$ cat src/rtl/uart_pkg.sv
// Shared types for the UART transmit path.
// Arbiter FSM encoding and byte width.
package uart_pkg;

  localparam int UART_BYTE_W = 8;

  typedef enum logic [1:0] {
    IDLE,
    ISSUE,
    WAIT_BUSY,
    WAIT_DONE
  } arb_state_t;

endpackage

$ cat src/rtl/uart_tx_arbiter_rr_pick.sv
// Rotating priority encoder: first set request at or after ptr.
// Whole ring is searched in one combinational pass.
module rr_pick #(
  parameter int N = 4,
  parameter int W = $clog2(N)
) (
  input  logic [N-1:0] req,
  input  logic [W-1:0] ptr,
  output logic [W-1:0] idx,
  output logic         any
);

  logic [W-1:0] cand;

  // Walk the ring backwards so the entry nearest ptr wins last.
  always_comb begin
    idx  = '0;
    any  = 1'b0;
    cand = '0;
    for (int k = N - 1; k >= 0; k--) begin
      cand = W'((int'(ptr) + k) % N);
      if (req[cand]) begin
        idx = cand;
        any = 1'b1;
      end
    end
  end

endmodule

$ cat src/rtl/uart_tx_arbiter.sv
// Packet-locked round-robin arbiter in front of one UART transmitter.
// Optional stall timeout: define UART_ARB_TIMEOUT_EN.
module uart_tx_arbiter
  import uart_pkg::*;
#(
  parameter int NUM_REQ     = 4,
  parameter int TIMEOUT_CYC = 1024,
  parameter int IDW         = $clog2(NUM_REQ)
) (
  input  logic                           clk,
  input  logic                           reset,
  input  logic [NUM_REQ-1:0]             req_valid,
  input  logic [UART_BYTE_W*NUM_REQ-1:0] req_data,
  input  logic [NUM_REQ-1:0]             req_last,
  output logic [NUM_REQ-1:0]             req_ready,
  input  logic                           cts,
  output logic [UART_BYTE_W-1:0]         tx_data,
  output logic                           tx_valid,
  input  logic                           tx_busy,
  input  logic                           tx_done,
  output logic [IDW-1:0]                 grant_id,
  output logic                           locked,
  output logic                           timeout_err
);

  arb_state_t state;
  arb_state_t nextState;

  logic [IDW-1:0] grantId;
  logic [IDW-1:0] rrPtr;
  logic [IDW-1:0] nextPtr;
  logic [IDW-1:0] pickIdx;
  logic           pickAny;

  logic [UART_BYTE_W-1:0] reqBytes [NUM_REQ];
  logic [UART_BYTE_W-1:0] txDataQ;

  logic grantValid;
  logic grantLast;
  logic lastLatched;
  logic fire;
  logic relGrant;
  logic timeoutHit;

  for (genvar i = 0; i < NUM_REQ; i++) begin : gBytes
    assign reqBytes[i] = req_data[i*UART_BYTE_W +: UART_BYTE_W];
  end

  rr_pick #(
    .N(NUM_REQ),
    .W(IDW)
  ) uPick (
    .req(req_valid),
    .ptr(rrPtr),
    .idx(pickIdx),
    .any(pickAny)
  );

  assign grantValid = req_valid[grantId];
  assign grantLast  = req_last[grantId];
  assign nextPtr    = (grantId == IDW'(NUM_REQ - 1)) ? '0 : grantId + 1'b1;

  assign tx_valid = fire & ~reset;
  assign tx_data  = txDataQ;
  assign grant_id = grantId;
  assign locked   = (state != IDLE);

  // One-hot accept pulse for the holder, only when a byte launches.
  always_comb begin
    req_ready = '0;
    if (tx_valid) req_ready[grantId] = 1'b1;
  end

  // State register.
  always_ff @(posedge clk) begin
    if (reset) state <= IDLE;
    else       state <= nextState;
  end

  // Next-state and handshake decode.
  always_comb begin
    nextState = state;
    fire      = 1'b0;
    relGrant  = 1'b0;
    unique case (state)
      IDLE: begin
        if (pickAny) nextState = ISSUE;
      end
      ISSUE: begin
        if (grantValid && cts && !tx_busy) begin
          fire      = 1'b1;
          nextState = WAIT_BUSY;
        end else if (timeoutHit) begin
          relGrant  = 1'b1;
          nextState = IDLE;
        end
      end
      WAIT_BUSY: begin
        if (tx_done) begin
          relGrant  = lastLatched;
          nextState = lastLatched ? IDLE : ISSUE;
        end else if (tx_busy) begin
          nextState = WAIT_DONE;
        end
      end
      WAIT_DONE: begin
        if (tx_done) begin
          relGrant  = lastLatched;
          nextState = lastLatched ? IDLE : ISSUE;
        end
      end
      default: nextState = IDLE;
    endcase
  end

  // Grant, pointer and launched-byte registers.
  always_ff @(posedge clk) begin
    if (reset) begin
      grantId     <= '0;
      rrPtr       <= '0;
      txDataQ     <= '0;
      lastLatched <= 1'b0;
    end else begin
      if (state == IDLE && pickAny) grantId <= pickIdx;
      if (fire) begin
        txDataQ     <= reqBytes[grantId];
        lastLatched <= grantLast;
      end
      if (relGrant) rrPtr <= nextPtr;
    end
  end

`ifdef UART_ARB_TIMEOUT_EN
  localparam int CNT_W = $clog2(TIMEOUT_CYC);

  logic [CNT_W-1:0] idleCnt;
  logic             timeoutErrQ;

  assign timeoutHit  = (state == ISSUE) && !grantValid &&
                       (idleCnt == CNT_W'(TIMEOUT_CYC - 1));
  assign timeout_err = timeoutErrQ;

  // Count holder starvation cycles; any launch restarts the count.
  always_ff @(posedge clk) begin
    if (reset)                         idleCnt <= '0;
    else if (state != ISSUE || fire)   idleCnt <= '0;
    else if (!grantValid)              idleCnt <= idleCnt + 1'b1;
  end

  // Sticky flag for a forced release.
  always_ff @(posedge clk) begin
    if (reset)           timeoutErrQ <= 1'b0;
    else if (timeoutHit) timeoutErrQ <= 1'b1;
  end
`else
  assign timeoutHit  = 1'b0;
  assign timeout_err = 1'b0;
`endif

endmodule

$ cat config.mk
export PLATFORM = sky130hd
export DESIGN_NAME = uart_tx_arbiter
export DESIGN_NICKNAME = d
export VERILOG_FILES = /design/src/rtl/uart_pkg.sv /design/src/rtl/uart_tx_arbiter_rr_pick.sv /design/src/rtl/uart_tx_arbiter.sv
export SDC_FILE = /design/constraint.sdc
export NUM_CORES = 1
export LEC_CHECK = 0
export CORE_ASPECT_RATIO = 1.4
export CORE_MARGIN = 2
export CORE_UTILIZATION = 33
export CTS_CLUSTER_SIZE = 40
export DETAILED_ROUTE_END_ITERATION = 7
export PLACE_DENSITY = 0.85
export SETUP_SLACK_MARGIN = 0.15
export SLEW_MARGIN = 20
export SYNTH_ARGS = -nofsm -noshare
export SYNTH_HDL_FRONTEND = slang
export SYNTH_SLANG_ARGS = --single-unit
$ cat constraint.sdc
create_clock -name clk -period 1.9 [get_ports clk]
set_clock_uncertainty 0.1 [all_clocks]
set_input_delay 0.57 -clock clk [delete_from_list [all_inputs] [get_ports clk]]
set_output_delay 0.57 -clock clk [all_outputs]
set_load 0.01 [all_outputs]
# Word-level counts from Yosys, hierarchy flattened
# Index checks and enable logic that the tools add are counted.
# W data, S select, Z words.
[classes] bitwise=3 n_mux=38 eq_ne=8 reduce_logical=9 addsub=4 n_lt_le_gt_ge=7
[op_table] cell="$mux W2" count=10
[op_table] cell="$bmux W8 S2" count=1
[op_table] cell="$mux W1" count=16
[op_table] cell="$mux W8" count=2
[op_table] cell="$lt A2 B3 Y1 const B" count=5
[op_table] cell="$bmux W1 S2" count=6
[op_table] cell="$pmux W2 S4" count=1
[op_table] cell="$eq A2 B2 Y1 const B" count=3
[op_table] cell="$ne A2 B2 Y1 const B" count=3
[op_table] cell="$add A2 B1 Y2 const B" count=2
[op_table] cell="$add A2 B2 Y2 const B" count=2
[op_table] cell="$logic_and A1 B1 Y1" count=4
[op_table] cell="$mux W4" count=1
[op_table] cell="$reduce_and A4 Y1" count=1
[op_table] cell="$ge A3 B3 Y1 const B" count=1
[op_table] cell="$ne A3 B3 Y1 const B" count=1
[op_table] cell="$not A2 Y3" count=1
[op_table] cell="$demux W1 S2" count=1
[op_table] cell="$eq A2 B1 Y1 const B" count=1
[op_table] cell="$ge A2 B1 Y1 const B" count=1
[op_table] cell="$logic_not A2 Y1" count=1
[op_table] cell="$reduce_bool A2 Y1" count=1
[op_table] cell="$reduce_or A2 Y1" count=1
[op_table] cell="$and A1 B1 Y1" count=1
[op_table] cell="other kinds (2)" count=2
[totals] output_inout_bits=17 in_bits=45 wordCells=74 ff_bits=15

# Longest topological paths before layout
# Gate-level depths: netlist of run 1.
[depth] ltp_word=9 mapped_depth=5 mapped_depth_nobuf=4

# Modules after synthesis
# From an unflattened synthesis of run 1, not the netlist that was laid out.
[unflattened] hier_cells=94 hier_area_um2=1053.5
[modules_own_cells] mod="uart_tx_arbiter" seq_area_each_um2=300.3 cells_each=81 area_each_um2=975.9 instances=1
[modules_own_cells] mod="rr_pick" seq_area_each_um2=0.0 cells_each=13 area_each_um2=77.6 instances=1

# Least setup slack after synthesis of run 1
# No wires, ideal clock.
[synth_timing] kind="register to output" start="register grantId[0] (netlist: grant_id[0])" end="output req_ready[0]" required_time_ns=1.230 arrival_ns=1.443 path_buffers=0 path_stages_with_launch=5 slack_ns=-0.213 path_cell_list="dfxtp_1 -> mux4_2 -> nand3_2 -> nor2_1 -> and2_1"
[synth_via] elab_chain_len=8 word_cells_on_any_way=13 classes_between="2 x order compare; 7 x mux; 1 x bitwise; 3 x reduce/logical"
[synth_rtl] element="start: declaration" line_no="uart_tx_arbiter.sv:29" text="logic [IDW-1:0] grantId;"
[synth_rtl] element="start signal: assignment" line_no="uart_tx_arbiter.sv:124" text="if (state == IDLE && pickAny) grantId <= pickIdx;"
[synth_rtl] element="$bmux W1 S2" line_no="uart_tx_arbiter.sv:59" text="assign grantValid = req_valid[grantId];"
[synth_rtl] element="$mux W1 (implied by the code)" line_no="uart_tx_arbiter.sv:59"
[synth_rtl] element="$logic_and A1 B1 Y1 (2 in a row)" line_no="uart_tx_arbiter.sv:90" text="if (grantValid && cts && !tx_busy) begin"
[synth_rtl] element="$mux W1" line_no="uart_tx_arbiter.sv:90"
[synth_rtl] element="$mux W1" line_no="uart_tx_arbiter.sv:85" text="unique case (state)"
[synth_rtl] element="$and A1 B1 Y1" line_no="uart_tx_arbiter.sv:63" text="assign tx_valid = fire & ~reset;"
[synth_rtl] element="net tx_valid" line_no="uart_tx_arbiter.sv:18" text="output logic tx_valid,"
[synth_rtl] element="$mux W4" line_no="uart_tx_arbiter.sv:71" text="if (tx_valid) req_ready[grantId] = 1'b1;"
[synth_rtl] element="end: declaration" line_no="uart_tx_arbiter.sv:15" text="output logic [NUM_REQ-1:0] req_ready,"
# The timed path passes the listed nets, and every way through them passes these cells. The select of a mux whose other input is x is not followed.

# Worst setup path in the final report of run 1
[layout_timing] start="input req_valid[3]" end="output req_ready[0]"
[layout_via] elab_chain_len=8
[layout_rtl] element="start: declaration" line_no="uart_tx_arbiter.sv:12" text="input logic [NUM_REQ-1:0] req_valid,"
[layout_rtl] element="$bmux W1 S2" line_no="uart_tx_arbiter.sv:59"
[layout_rtl] element="$mux W1 (implied by the code)" line_no="uart_tx_arbiter.sv:59"
[layout_rtl] element="$logic_and A1 B1 Y1 (2 in a row)" line_no="uart_tx_arbiter.sv:90"
[layout_rtl] element="$mux W1" line_no="uart_tx_arbiter.sv:90"
[layout_rtl] element="$mux W1" line_no="uart_tx_arbiter.sv:85"
[layout_rtl] element="$and A1 B1 Y1" line_no="uart_tx_arbiter.sv:63"
[layout_rtl] element="$mux W4" line_no="uart_tx_arbiter.sv:71"
# Every way passes these cells. The select of a mux whose other input is x is not followed.

==> results of run 1 <==
-- metal layers --
layer / track usage (%) / part of all wire, % / wire length [µm]
met2: 38.16 / 54 / 1778
met1: 17.92 / 37 / 1207
met5: 0 / 0 / 0
met3: 5.172 / 8.4 / 277
met4: 8.333 / 0.94 / 31
-- state kept, by name (all words and copies together), names as in the netlist --
name,cells
lastLatched,1
tx_data,8
rrPtr,2
state,2
grant_id,2
-- cell type report --
cell class / count / area share, %
timing repair buffer: 79 / 41.18
clock buffer: 4 / 2.451
sequential: 15 / 16.61
inverter: 4 / 0.8169
tap: 37 / 2.519
multi-input combinational: 71 / 36.42
-- cells in the final DEF, fill, tap and decap left out, types with 2 or more instances in the layout --
| cell type | count |
|---|---|
| clkdlybuf4s50_1 | 38 |
| buf_4 | 16 |
| dfxtp_1 | 13 |
| nor2_1 | 12 |
| mux2i_1 | 11 |
| buf_6 | 11 |
| dlygate4sd2_1 | 10 |
| mux4_2 | 9 |
| a21oi_1 | 6 |
| and2_4 | 4 |
| inv_1 | 4 |
| nand2_1 | 4 |
| ha_1 | 4 |
| clkbuf_8 | 3 |
| nor2_4 | 2 |
| nor3b_1 | 2 |
| nand3_1 | 2 |
| clkdlybuf4s15_1 | 2 |
-- per-stage QoR --
step	power, µW	worst slack (ns)
floorplan	440.3	-0.1291
global placement	583.4	-1.055
detailed placement	592.5	-1.046
CTS	864.9	-0.4671
global route	896.9	-0.4751
finish	865.5	-0.4534
-- worst min path at each step --
stage / from / to / slack [ns] / cells past startpoint
after floorplan: rrPtr[0] / rrPtr[0] / 0.38 / 2
after global placement: tx_data[2] / tx_data[2] / 0.38 / 2
after detailed placement: tx_data[0] / tx_data[0] / 0.40 / 2
after CTS: tx_data[0] / tx_data[0] / 0.41 / 2
after global routing: tx_data[2] / tx_data[2] / 0.45 / 2
final: tx_data[0] / tx_data[0] / 0.40 / 2
-- critical path: cells and delay by family --
| family | cells | cell delay [ns] |
|---|---|---|
| buffers and inverters | 3 | 0.32 |
| muxes | 1 | 0.52 |
| and+or+nand+nor | 3 | 0.28 |
-- repair_timing --
| action | CTS | global route |
|---|---|---|
| pin swaps | 5 | 4 |
| endpoints found under the setup margin | 28 | 16 |
| gates resized for setup | 71 | 3 |
| setup buffers | 4 | 1 |
| hold endpoints to repair | 0 | 0 |
-- logic make-up after synthesis --
group / Yosys count / synth area share, %
mux: 21 / 34.52
fa+ha+maj: 4 / 5.096
other cells: 1 / 0.3818
compound gates: 12 / 7.261
simple gates: 33 / 17.07
buf+inv: 10 / 5.095
flops: 15 / 30.57
-- power by group through the flow --
stage	clock network [µW]	registers (µW)	logic [µW]
2_1_floorplan	0	344	96.1
3_3_place_gp	0	337	246
3_5_place_dp	0	338	254
4_1_cts	264	333	267
5_1_grt	273	334	290
6_report	260	333	273
==> flow_metrics.env, run 1 <==
export IMPL_drt_vias_per_instance=5.052
export IMPL_grt_overflow=0
export IMPL_antenna_found_initial=0
export IMPL_grt_max_degree=17
export IMPL_rr_endpoint="tx_data[1]"
export IMPL_max_stage_delay_ns=0.52
export IMPL_drive_gt1_share_pct=29.48
export IMPL_finish_instance_area_um2=1838
export IMPL_cp_end_kind="primary output"
export IMPL_core_um2=2849
export IMPL_regToRegStartpoint="grant_id[0]"
export IMPL_synth_area_um2=982.2
export IMPL_multiInputGateArea_um2=669.4
export IMPL_gp_congestion=0.8067
export IMPL_finalCritPeriodShare_pct=123.9
export IMPL_die_w_um=50.11
export IMPL_p_per_area_nw_per_um2=470.9
export IMPL_ir_drop_uv=213.2
export IMPL_io_buffers=60
export IMPL_ys_types=29
export IMPL_max_clock_freq_mhz=424.9
export IMPL_cpMostUsedCell="buf_6"
export IMPL_fillers=213
export IMPL_cts_sinks=15
export IMPL_yosysMostFrequentCell="dfxtp_1"
export IMPL_r2r_slack_ns=0.15
export IMPL_crit_path_end="req_ready[0]"
export IMPL_path_cells="buf_6 > mux4_2 > nand3_4 > nor2_4 > buf_6 > and2_4 > buf_6"
export IMPL_power_share_switching_pct=24.83
export IMPL_criticalPathCategory="in2out"
export IMPL_internal_power_uw=650.6
export IMPL_synth_flop_cell="dfxtp_1"
export IMPL_hold_viol=0
export IMPL_synthCells=96
export IMPL_reg2reg_depth=5
export IMPL_rsz0062_at_grt="yes"
export IMPL_hp_class="reg2reg"
export IMPL_clkSlewWorstSetupHoldPaths_ns=0.06
export IMPL_cts_buffer_depth=2
export IMPL_cp_slowest_cell="mux4_2"
export IMPL_final_max_slew_viol_count=0
export IMPL_area_growth_pct=87.13
export IMPL_synth_fp_nets=145
export IMPL_postRouteAntennaNets=0
export IMPL_status="finished, violations left"
export IMPL_tns_ns=-2.044
export IMPL_grt_pass1_wl_um=4899
export IMPL_ctsHoldBuffers=0
export IMPL_pin_count=62
export IMPL_yosysWarningCount=0
export IMPL_nets=223
export IMPL_post_dp_cell_area_um2=1718
export IMPL_critPathLaunchType="input port"
export IMPL_cp_arrival_ns=1.68
export IMPL_synthTopCellsByCount="dfxtp_1, nor2_1, mux2i_1, mux4_2, a21oi_1"
export IMPL_final_core_util_pct=64.51
export IMPL_min_period_ns=2.353
export IMPL_required_ns=1.23
export IMPL_drc=0
export IMPL_placed_cells=201
export IMPL_die_h_um=68.55
export IMPL_syn_avg_cell_area_um2=10.23
export IMPL_fp_dieArea_um2=3435
export IMPL_seq_area_frac_synth_pct=30.57
export IMPL_final_seq_area_um2=305.3
export IMPL_detail_route_iter0_violations=17
export IMPL_fin_ws_ns=-0.4534
export IMPL_violations="setup timing"
export IMPL_p_sw_uw=214.9
export IMPL_async_reset_ff_share_pct=0
export IMPL_power_frac_clock_pct=30.1
export IMPL_synth_area_leader_cell="dfxtp_1"
export IMPL_drt_total_wl_um=3295
export IMPL_synthTopCellsByArea="dfxtp_1, mux4_2, mux2i_1"
export IMPL_final_cells=210
export IMPL_fp_row_count=23
export IMPL_synth_seq_cells=15
export IMPL_antennaDiodeCount=0
export IMPL_synth_edff_count=0
export IMPL_power_leakage_uw=0.0008217
export IMPL_setup_violations_final=5
export IMPL_dr_pass1_iters=4
export IMPL_numCtsBuffers=3
export IMPL_cts_htree_levels=1
export IMPL_seqPwrFrac_pct=38.4
export IMPL_insertion_delay_ns=0.25
export IMPL_start_util_pct=34.48
export IMPL_grt_usage_pct=19.10
export IMPL_crit_path_start="req_valid[3]"
export IMPL_whs_ns=0.4025
export IMPL_grt_pass1_vias=1096
export IMPL_dp_hpwl_um=2392
export IMPL_vias=1061
export IMPL_cts_root_buf="clkbuf_8"
export IMPL_cap_violations=0
export IMPL_cts_tree="yes"
export IMPL_synth_top_area_share_pct=30.57
export IMPL_wl_per_cell_um=15.69
export IMPL_critPathMaxFanout=3
export IMPL_comb_power_share_pct=31.5
No activity file was read; power rests on OpenSTA's default activity.
==> inputs of run 2 (changes only) <==
- SKIP_LAST_GASP: not set -> 1
==> results of run 2 <==
Same layout as run 1: the final DEF is identical, and so are final timing and power.
